<file path="config.mk">
export PLATFORM = sky130hd
export DESIGN_NAME = gain_stage_flat
export DESIGN_NICKNAME = d
export VERILOG_FILES = /design/src/rtl/gain_stage_if.sv /design/src/rtl/gain_stage.sv /design/src/flat_wrapper.sv
export SDC_FILE = /design/constraint.sdc
export NUM_CORES = 1
export LEC_CHECK = 0
export CORE_ASPECT_RATIO = 0.8
export CORE_MARGIN = 1
export CORE_UTILIZATION = 45
export DETAILED_ROUTE_END_ITERATION = 12
export HOLD_SLACK_MARGIN = 0.1
export PLACE_DENSITY = 0.63
export SLEW_MARGIN = 0
export SYNTH_ARGS = -nofsm -noshare
export SYNTH_HDL_FRONTEND = slang
export SYNTH_SLANG_ARGS = --single-unit
</file>
<file path="constraint.sdc">
create_clock -name clk -period 7.2 [get_ports clk]
set_input_delay 1.44 -clock clk [delete_from_list [all_inputs] [get_ports clk]]
set_output_delay 1.44 -clock clk [all_outputs]
set_load 0.05 [all_outputs]
</file>
<file path="src/rtl/gain_stage_if.sv">
`default_nettype none
// ============================================================================
//  Module      : gain_stage_if
//  Description : Sample/control bundle for gain_stage.
//                master : upstream side, drives samples and gain controls,
//                         observes the scaled output and status.
//                slave  : gain_stage side.
//                gainIn/gainInValid    - signed input sample + qualifier
//                gainSet/gainLoad      - Q2.6 target gain + capture strobe
//                mute                  - forces effective target to zero
//                clipClear             - clears the sticky clip flag
//                gainOut/gainOutValid  - scaled, saturated sample + pulse
//                gainCur               - gain currently applied (Q2.6)
//                clip                  - sticky saturation flag
//  Revision    : 1.0 - initial release
// ============================================================================
interface gain_stage_if;
    logic signed [15:0] gainIn;
    logic               gainInValid;
    logic        [7:0]  gainSet;
    logic               gainLoad;
    logic               mute;
    logic               clipClear;
    logic signed [15:0] gainOut;
    logic               gainOutValid;
    logic        [7:0]  gainCur;
    logic               clip;

    modport master (
        output gainIn, gainInValid, gainSet, gainLoad, mute, clipClear,
        input  gainOut, gainOutValid, gainCur, clip
    );

    modport slave (
        input  gainIn, gainInValid, gainSet, gainLoad, mute, clipClear,
        output gainOut, gainOutValid, gainCur, clip
    );
endinterface
`default_nettype wire

</file>
<file path="src/rtl/gain_stage.sv">
`default_nettype none
// ============================================================================
//  Module      : gain_stage
//  Description : Two-stage signed x Q2.6 gain with saturation, sticky clip
//                flag and a sample-paced gain ramp toward a loadable target
//                (zero while muted).
//                clk     - single rising-edge clock
//                reset_n - synchronous, active-low reset
//                bus     - gain_stage_if.slave (samples, controls, status)
//  Revision    : 1.0 - initial release
// ============================================================================
module gain_stage #(
    parameter int unsigned STEP = 4
) (
    input  logic         clk,
    input  logic         reset_n,
    gain_stage_if.slave  bus
);

    localparam logic [1:0]         c_ST_IDLE = 2'd0;
    localparam logic [1:0]         c_ST_UP   = 2'd1;
    localparam logic [1:0]         c_ST_DOWN = 2'd2;
    localparam logic [7:0]         c_UNITY   = 8'd64;
    localparam logic [7:0]         c_STEP    = 8'(STEP);
    localparam logic signed [24:0] c_SAT_MAX = 25'sd32767;
    localparam logic signed [24:0] c_SAT_MIN = -25'sd32768;

    // Ramp control
    logic [1:0]  r_state;
    logic [1:0]  w_state_nxt;
    logic [1:0]  w_dir;
    logic [7:0]  r_gain;
    logic [7:0]  w_gain_nxt;
    logic [7:0]  r_target;
    logic [7:0]  w_target_nxt;
    logic [7:0]  w_eff_target;
    logic [7:0]  w_dist;
    logic        r_step_pend;

    // Datapath
    logic signed [24:0] w_prod;
    logic signed [24:0] r_prod;
    logic               r_prod_vld;
    logic signed [24:0] w_shift;
    logic signed [15:0] w_sat;
    logic               w_sat_hit;
    logic signed [15:0] r_out;
    logic               r_out_vld;
    logic               r_clip;

    // r_state tracks gain vs. the stored target. Mute overrides the direction
    // live, so releasing mute falls straight back to the stored relation.
    always_comb begin
        w_eff_target = bus.mute ? 8'd0 : r_target;
        w_dir        = r_state;
        w_gain_nxt   = r_gain;
        w_dist       = 8'd0;

        if (bus.mute) begin
            w_dir = (r_gain == 8'd0) ? c_ST_IDLE : c_ST_DOWN;
        end

        // One step per accepted sample, taken on the following cycle
        if (r_step_pend) begin
            case (w_dir)
                c_ST_UP: begin
                    w_dist     = w_eff_target - r_gain;
                    w_gain_nxt = (w_dist <= c_STEP) ? w_eff_target : r_gain + c_STEP;
                end
                c_ST_DOWN: begin
                    w_dist     = r_gain - w_eff_target;
                    w_gain_nxt = (w_dist <= c_STEP) ? w_eff_target : r_gain - c_STEP;
                end
                default: ;
            endcase
        end

        w_target_nxt = bus.gainLoad ? bus.gainSet : r_target;

        if (w_gain_nxt < w_target_nxt) begin
            w_state_nxt = c_ST_UP;
        end else if (w_gain_nxt > w_target_nxt) begin
            w_state_nxt = c_ST_DOWN;
        end else begin
            w_state_nxt = c_ST_IDLE;
        end
    end

    always_ff @(posedge clk) begin
        if (!reset_n) begin
            r_state     <= c_ST_IDLE;
            r_gain      <= c_UNITY;
            r_target    <= c_UNITY;
            r_step_pend <= 1'b0;
        end else begin
            r_state     <= w_state_nxt;
            r_gain      <= w_gain_nxt;
            r_target    <= w_target_nxt;
            r_step_pend <= bus.gainInValid;
        end
    end

    // Gain is zero-extended so the multiply stays signed throughout
    assign w_prod = bus.gainIn * $signed({1'b0, r_gain});

    // Arithmetic shift floors toward -inf
    assign w_shift   = r_prod >>> 6;
    assign w_sat_hit = (w_shift > c_SAT_MAX) || (w_shift < c_SAT_MIN);
    assign w_sat     = (w_shift > c_SAT_MAX) ? 16'sh7FFF :
                       (w_shift < c_SAT_MIN) ? 16'sh8000 : w_shift[15:0];

    always_ff @(posedge clk) begin
        if (!reset_n) begin
            r_prod     <= '0;
            r_prod_vld <= 1'b0;
            r_out      <= '0;
            r_out_vld  <= 1'b0;
            r_clip     <= 1'b0;
        end else begin
            r_prod_vld <= bus.gainInValid;
            if (bus.gainInValid) begin
                r_prod <= w_prod;
            end
            r_out_vld <= r_prod_vld;
            if (r_prod_vld) begin
                r_out <= w_sat;
            end
            // A new saturation wins over a simultaneous clear
            if (r_prod_vld && w_sat_hit) begin
                r_clip <= 1'b1;
            end else if (bus.clipClear) begin
                r_clip <= 1'b0;
            end
        end
    end

    assign bus.gainOut      = r_out;
    assign bus.gainOutValid = r_out_vld;
    assign bus.gainCur      = r_gain;
    assign bus.clip         = r_clip;

endmodule
`default_nettype wire

</file>
<file path="src/flat_wrapper.sv">
// flat-port wrapper written by rule: the top's interface ports become plain ports
module gain_stage_flat 
#(
    parameter int unsigned STEP = 4
)
  (clk, reset_n, bus_gainIn, bus_gainInValid, bus_gainSet, bus_gainLoad, bus_mute, bus_clipClear, bus_gainOut, bus_gainOutValid, bus_gainCur, bus_clip);
  gain_stage_if bus_i ();
  input  logic clk;
  input  logic reset_n;
  input wire logic [$bits(bus_i.gainIn)-1:0] bus_gainIn;
  input wire logic [$bits(bus_i.gainInValid)-1:0] bus_gainInValid;
  input wire logic [$bits(bus_i.gainSet)-1:0] bus_gainSet;
  input wire logic [$bits(bus_i.gainLoad)-1:0] bus_gainLoad;
  input wire logic [$bits(bus_i.mute)-1:0] bus_mute;
  input wire logic [$bits(bus_i.clipClear)-1:0] bus_clipClear;
  output wire logic [$bits(bus_i.gainOut)-1:0] bus_gainOut;
  output wire logic [$bits(bus_i.gainOutValid)-1:0] bus_gainOutValid;
  output wire logic [$bits(bus_i.gainCur)-1:0] bus_gainCur;
  output wire logic [$bits(bus_i.clip)-1:0] bus_clip;
  assign bus_i.gainIn = bus_gainIn;
  assign bus_i.gainInValid = bus_gainInValid;
  assign bus_i.gainSet = bus_gainSet;
  assign bus_i.gainLoad = bus_gainLoad;
  assign bus_i.mute = bus_mute;
  assign bus_i.clipClear = bus_clipClear;
  assign bus_gainOut = bus_i.gainOut;
  assign bus_gainOutValid = bus_i.gainOutValid;
  assign bus_gainCur = bus_i.gainCur;
  assign bus_clip = bus_i.clip;
  gain_stage #(.STEP(STEP)) u_core (.clk(clk), .reset_n(reset_n), .bus(bus_i));
endmodule
</file>
# Yosys cells after proc, flatten, opt, wreduce, memory -nomap -nowiden
# Index checks and enable logic that the tools add are counted.
totals:
  ff_bits: 62
  in_bits: 30
  out_inout_bits: 26
  elab_cells: 42
op_classes:
  add_sub_neg: 4
  multipliers: 1
  order_cmp: 6
  eq_ne: 2
  muxes: 14
  bitwise_logic: 1
  reduce_logical: 5
ops:
  columns: ["op", "count"]
  rows:
  - ["$mux W8", 5]
  - ["$mux W16", 2]
  - ["$mul A16 B9 Y25", 1]
  - ["$gt A19 B16 Y1 const B", 1]
  - ["$lt A19 B16 Y1 const B", 1]
  - ["$le A8 B3 Y1 const B", 2]
  - ["$pmux W8 S2", 1]
  - ["$sub A8 B8 Y8", 2]
  - ["$add A8 B3 Y8 const B", 1]
  - ["$gt A8 B8 Y1", 1]
  - ["$logic_not A8 Y1", 1]
  - ["$lt A8 B8 Y1", 1]
  - ["$sub A8 B3 Y8 const B", 1]
  - ["$mux W2", 3]
  - ["$mux W1", 3]
  - ["$eq A2 B1 Y1 const B", 1]
  - ["$eq A2 B2 Y1 const B", 1]
  - ["$reduce_bool A2 Y1", 1]
  - ["$reduce_or A2 Y1", 1]
  - ["$logic_and A1 B1 Y1", 1]
  - ["$logic_or A1 B1 Y1", 1]
  - ["$not A1 Y1", 1]

# Longest topological paths before layout
# Gate-level depths: netlist of run 1.
logic_depth:
  ltp_word: 9
  ltp_mapped: 21
  depth_no_buf: 18

# Worst setup path after synthesis of run 1
# No wires, ideal clock.
synth_path:
  kind: "input-to-reg"
  from: "in bus_gainIn[5]"
  to: "reg u_core.r_prod[24]"
  setup_ps: 133
  arrival_ps: 5686
  t_required_ps: 7067
  slack_ps: 1381
  path_stages: 17
  path_buffers: 0
  path_cell_list: "nand2_1 > fa_1 > inv_1 > fa_1 > inv_1 > fa_1 > fa_1 > inv_1 > ha_1 > o21a_1 > o2111a_1 > a221oi_1 > o21a_1 > o21ai_0 > o41ai_1 > nand4b_1 > a31oi_1"
synth_between:
  elab_chain_len: 1
synth_rtl:
  columns: ["element", "line", "source"]
  rows:
  - ["from (decl)", "flat_wrapper.sv:10", "input wire logic [$bits(bus_i.gainIn)-1:0] bus_gainIn;"]
  - ["$mul A16 B9 Y25", "gain_stage.sv:104", "assign w_prod = bus.gainIn * $signed({1'b0, r_gain});"]
  - ["to (signal assigned)", "gain_stage.sv:122", "r_prod <= w_prod;"]
  - ["to (decl)", "gain_stage.sv:42", "logic signed [24:0] r_prod;"]
# No other way between the ends.
# A chain may end at the register's enable or synchronous reset.

# Worst setup path in the final report of run 1
# Same ends and word-level chain as after synthesis.

==> results of run 1 <==
layer usage:
layer	global-route usage, %	up-vias	routed length (microns)
met1	35.5	3024	9750
met4	3.16	0	146
met3	3.36	12	1090
met5	0	-	0
met2	31.0	132	7760
li1	-	3067	-
sequential cells by signal, indices dropped and copies added, names as in the netlist:
register	cells
u_core.r_target	8
u_core.bus.gainCur	8
u_core.r_prod	19
u_core.bus.gainOutValid	1
u_core.bus.clip	1
u_core.r_step_pend	1
u_core.r_state	2
u_core.bus.gainOut	16
worst register-to-register path: stages (launching register included):
cell and delay [ns]:
sky130_fd_sc_hd__dfxtp_1 0.73, sky130_fd_sc_hd__buf_4 0.34, sky130_fd_sc_hd__and2_1 0.18, sky130_fd_sc_hd__fa_1 0.43, sky130_fd_sc_hd__fa_1 0.51, sky130_fd_sc_hd__inv_1 0.06, sky130_fd_sc_hd__fa_1 0.53, sky130_fd_sc_hd__inv_1 0.06
sky130_fd_sc_hd__fa_1 0.48, sky130_fd_sc_hd__ha_1 0.36, sky130_fd_sc_hd__a21o_1 0.20, sky130_fd_sc_hd__a221oi_1 0.30, sky130_fd_sc_hd__buf_4 0.19, sky130_fd_sc_hd__o21a_1 0.17, sky130_fd_sc_hd__o21ai_0 0.15, sky130_fd_sc_hd__o41ai_1 0.51
sky130_fd_sc_hd__nand4b_1 0.19, sky130_fd_sc_hd__a31oi_1 0.11
final cells by class:
type	count	area, sq um
clock inverters	2	16.3
multi-input cells	672	6050
clock buffers	6	129
fillers	1666	8080
flip-flops and latches	56	1120
well taps	220	275
inverters	148	556
repair buffers	67	641
placed cells by master (no fill, tap or decap), drive strengths merged, types with 3 or more instances in the layout:
cell type / n
ha: 69
and2: 79
inv: 148
nand2b: 29
o211ai: 25
nor2: 38
clkbuf: 6
nand2: 68
a31oi: 15
nand4: 8
or3: 3
a311oi: 5
o21ai: 28
and3: 5
o21a: 3
fa: 101
nor3b: 3
buf: 12
xnor2: 26
o21bai: 7
xor2: 12
a21o: 10
a21oi: 41
dfxtp: 56
nand3: 9
nand3b: 9
nor4: 3
mux2i: 20
nor3: 10
nor2b: 7
clkdlybuf4s50: 55
kinds of logic after synthesis:
group | Yosys count | synth area share, %
compound gates | 162 | 13.8
xor+xnor | 38 | 4.21
fa+ha+maj | 171 | 36.6
buf+inv | 191 | 9.21
flops | 56 | 14.2
mux | 22 | 2.82
simple gates | 279 | 19.1
worst min-delay path by stage:
stage | from | endpoint | slack [ns] | depth (start not counted)
2_1_floorplan | u_core.r_prod[18]$_SDFFE_PN0P_ | u_core.r_prod[18]$_SDFFE_PN0P_ | 0.43 | 2
3_3_place_gp | u_core.r_prod[19]$_SDFFE_PN0P_ | u_core.r_prod[19]$_SDFFE_PN0P_ | 0.45 | 2
3_5_place_dp | u_core.r_prod[19]$_SDFFE_PN0P_ | u_core.r_prod[19]$_SDFFE_PN0P_ | 0.46 | 2
4_1_cts | u_core.r_prod[19]$_SDFFE_PN0P_ | u_core.r_prod[19]$_SDFFE_PN0P_ | 0.47 | 2
5_1_grt | u_core.r_prod[19]$_SDFFE_PN0P_ | u_core.r_prod[19]$_SDFFE_PN0P_ | 0.49 | 2
6_report | u_core.r_prod[19]$_SDFFE_PN0P_ | u_core.r_prod[19]$_SDFFE_PN0P_ | 0.47 | 2
power by group through the flow:
stage                     Clock, mW  Combinational [mW]  Sequential, mW
after floorplan                   0               0.857           0.477
after global placement            0                1.19           0.444
after detailed placement          0                1.19           0.443
after CTS                     0.251                1.20           0.438
after global routing          0.262                1.35           0.445
final                         0.247                1.19           0.437
==> impl_summary.md, run 1 <==
CTS
The root buffer cell is sky130_fd_sc_hd__clkbuf_16. The number of buffers added for setup after CTS is 0. The H-tree level count is 2. TritonCTS built the clock tree. Counting along the longest clock path gives a buffer depth of 2. The cts-stage hold buffer count is 0. The clock latency of the later-clocked register in the worst-skew pair is 0.30 ns. The clock sink total is 56.

The count of instances resized after the clock tree is built is 0. Clock tree synthesis inserted a total of 5 buffers. The clock transition at the register clock pins on the worst setup and hold paths after CTS is 0.07 ns.

Placement
The total half-perimeter wirelength after legalization and detailed placement is 15200 microns. The weighted congestion at the end of routability-driven global placement is 0.915. Counting tap cells, the placed design contains a total of 1163 instances. In this run the cell area measured after placement is 8650 sq um. Port buffering added 55 buffers. The post-place setup slack is 0.432 ns.

Pwr
The overall power is 1.88 mW. VDD sags by at most 143 uV. The portion of total power attributed to combinational logic is 63.5%. The internal power of the cells totals 0.985 mW. Of the total power, the clock network draws 13.2%.

The power spent charging and discharging nets is 0.894 mW. The proportion of power drawn by flip-flops and latches is 23.3%. Dividing total power by cell area gives a power density of 214 nW/um^2. For this design the static power due to leakage is 4.07 nW. In this run switching power makes up 47.6% of total power.

GRT
The total global routing overflow is 0. The number of global-route vias before repair came to 5876. The overall track demand over capacity in global routing is 22.1%. Entering global routing, the biggest net connects 44 pins.

The first global-routing pass estimated 31300 microns of wire. The initial antenna violation count is 0.

Floorplan
The initial utilization of the core area, before any placement, comes to 46.8%. 56 I/O pins were placed. The core region is 16900 sq um. The die is 150 microns wide. The overall die height is 121 microns. The die covers 18100 sq um. Row generation in the floorplan step produced 42 rows.

Setup path
The category of the worst setup path launch point is an input port. The depth of the worst register-to-register path is 17. STA classifies the critical path endpoint as a flop. The worst register-to-register path begins at u_core.bus.gainCur[3]$_SDFF_PN0_. The gate family responsible for the most delay along the worst path is adder cells. The endpoint of the most critical setup path is u_core.r_prod[24]$_SDFFE_PN0P_.

In this run the register-to-register setup slack is 1.58 ns. The origin of the worst setup path is bus_gainIn[5]. The critical path runs through a total of 19 cells. The critical path is of the in2reg type. At the worst endpoint, the required time is 7.37 ns. The worst flop-to-flop path endpoint is u_core.r_prod[24]$_SDFFE_PN0P_. In this run the worst path has a maximum fanout of 8. The critical path contains buffers and inverters numbering 5 combined. For the worst setup path, the data arrival time is 6.64 ns. The delay of the slowest cell on the worst path is 0.62 ns. Walking the worst path, the cells encountered are clkdlybuf4s50_1 > nand2_1 > fa_1 > inv_1 > fa_1 > inv_1 > fa_1 > fa_1 > inv_1 > ha_1 > o21a_1 > o2111a_1 > a221oi_1 > buf_4 > o21a_1 > o21ai_0 > o41ai_1 > nand4b_1 > a31oi_1.

The largest individual stage delay along the critical path comes from the cell sky130_fd_sc_hd__clkdlybuf4s50_1. The most numerous cell type found on the critical path is sky130_fd_sc_hd__fa_1.

Worst hold path
The class of the worst hold path is reg2reg.

Detailed routing
The residual antenna-violating net count after detailed routing is 0. The final layout contains routed wiring with a total length of 18700 microns. In the routed layout, each cell is associated on average with a via count of 5.32. The detailed router placed 6235 vias in this run. The detailed router finished its first iteration with 419 violations. The number of iterations in the first detailed-routing pass is 5.

For this run, design rule violations remaining after detail routing come to 0. Dividing the detail-routed wire length by the instance count gives 16.0 microns.

Timing
On the final layout, the worst clock skew is 0.00401 ns. The worst hold-check slack is 0.472 ns. The number of hold violations in the final report came to 0. The transition at the pin with the smallest max-transition slack is 1.15 ns. In the final timing run, aggregate negative setup slack is 0 ns. The worst setup margin is 0.726 ns.

The final period utilization is 89.9%. Setup repair after global routing left no endpoint under its margin. The number of max-slew violations in the final report is 0.

The minimum clock period is 6.47 ns. The relative max-transition margin is 23.1%. Based on the critical path, the design can be clocked at up to 0.154 GHz. Setup violations remaining at the end of the flow were counted as 0.

Final layout
The area growth from synthesis to layout is 11.2%. The number of nets in the layout is 1150. Cells with a size suffix above 1 make up 3.15% of the layout. The antenna diode count is 0. With fillers left out, the area of the finished cells amounts to 8790 sq um. Once layout is complete, the cells apart from fillers number 1171. Cells fill 52.1% of the core in the end.

Logic synthesis
Counting flops and latches in the post-synthesis netlist gives 56. Of the post-synthesis cell area, the dominant cell type holds 25.6%. The combined area of all synthesized cells is 7900 sq um. Sorting the synthesized cells by how often they occur yields sky130_fd_sc_hd__inv_1, sky130_fd_sc_hd__fa_1, sky130_fd_sc_hd__and2_1. Synthesis instantiated 64 different standard cells from the library. The number of instances in the synthesized netlist is 919. After synthesis, the cell types taking the most area are sky130_fd_sc_hd__fa_1, sky130_fd_sc_hd__dfxtp_1, sky130_fd_sc_hd__ha_1, sky130_fd_sc_hd__inv_1, sky130_fd_sc_hd__and2_1. The number of nets handed over by synthesis was 1119. The commonest register cell after synthesis is sky130_fd_sc_hd__dfxtp_1.

The leading cell type by number of instances after synthesis is sky130_fd_sc_hd__inv_1. The largest total area in the synthesized netlist belongs to sky130_fd_sc_hd__fa_1. The share of the yosys chip area belonging to registers is 14.2%. The number of synthesized flops with an enable pin is 0. Of all flip-flops after synthesis, the portion carrying an async set or reset was 0%. The count of yosys warnings during synthesis is 0. The synthesized area per cell is 8.60 sq um.

Job
The max-capacitance violation count is 0.

Run status
The run finished with clean final reports.
(Power assumes the default switching activity.)
==> run 2: changes to the inputs <==
--- a/config.mk
+++ b/config.mk
@@ -11,6 +11,7 @@
 export DETAILED_ROUTE_END_ITERATION = 12
 export HOLD_SLACK_MARGIN = 0.1
 export PLACE_DENSITY = 0.63
+export SKIP_LAST_GASP = 1
 export SLEW_MARGIN = 0
 export SYNTH_ARGS = -nofsm -noshare
 export SYNTH_HDL_FRONTEND = slang
==> results of run 2 <==
The final DEF is identical to that of run 1; final timing and power are the same.
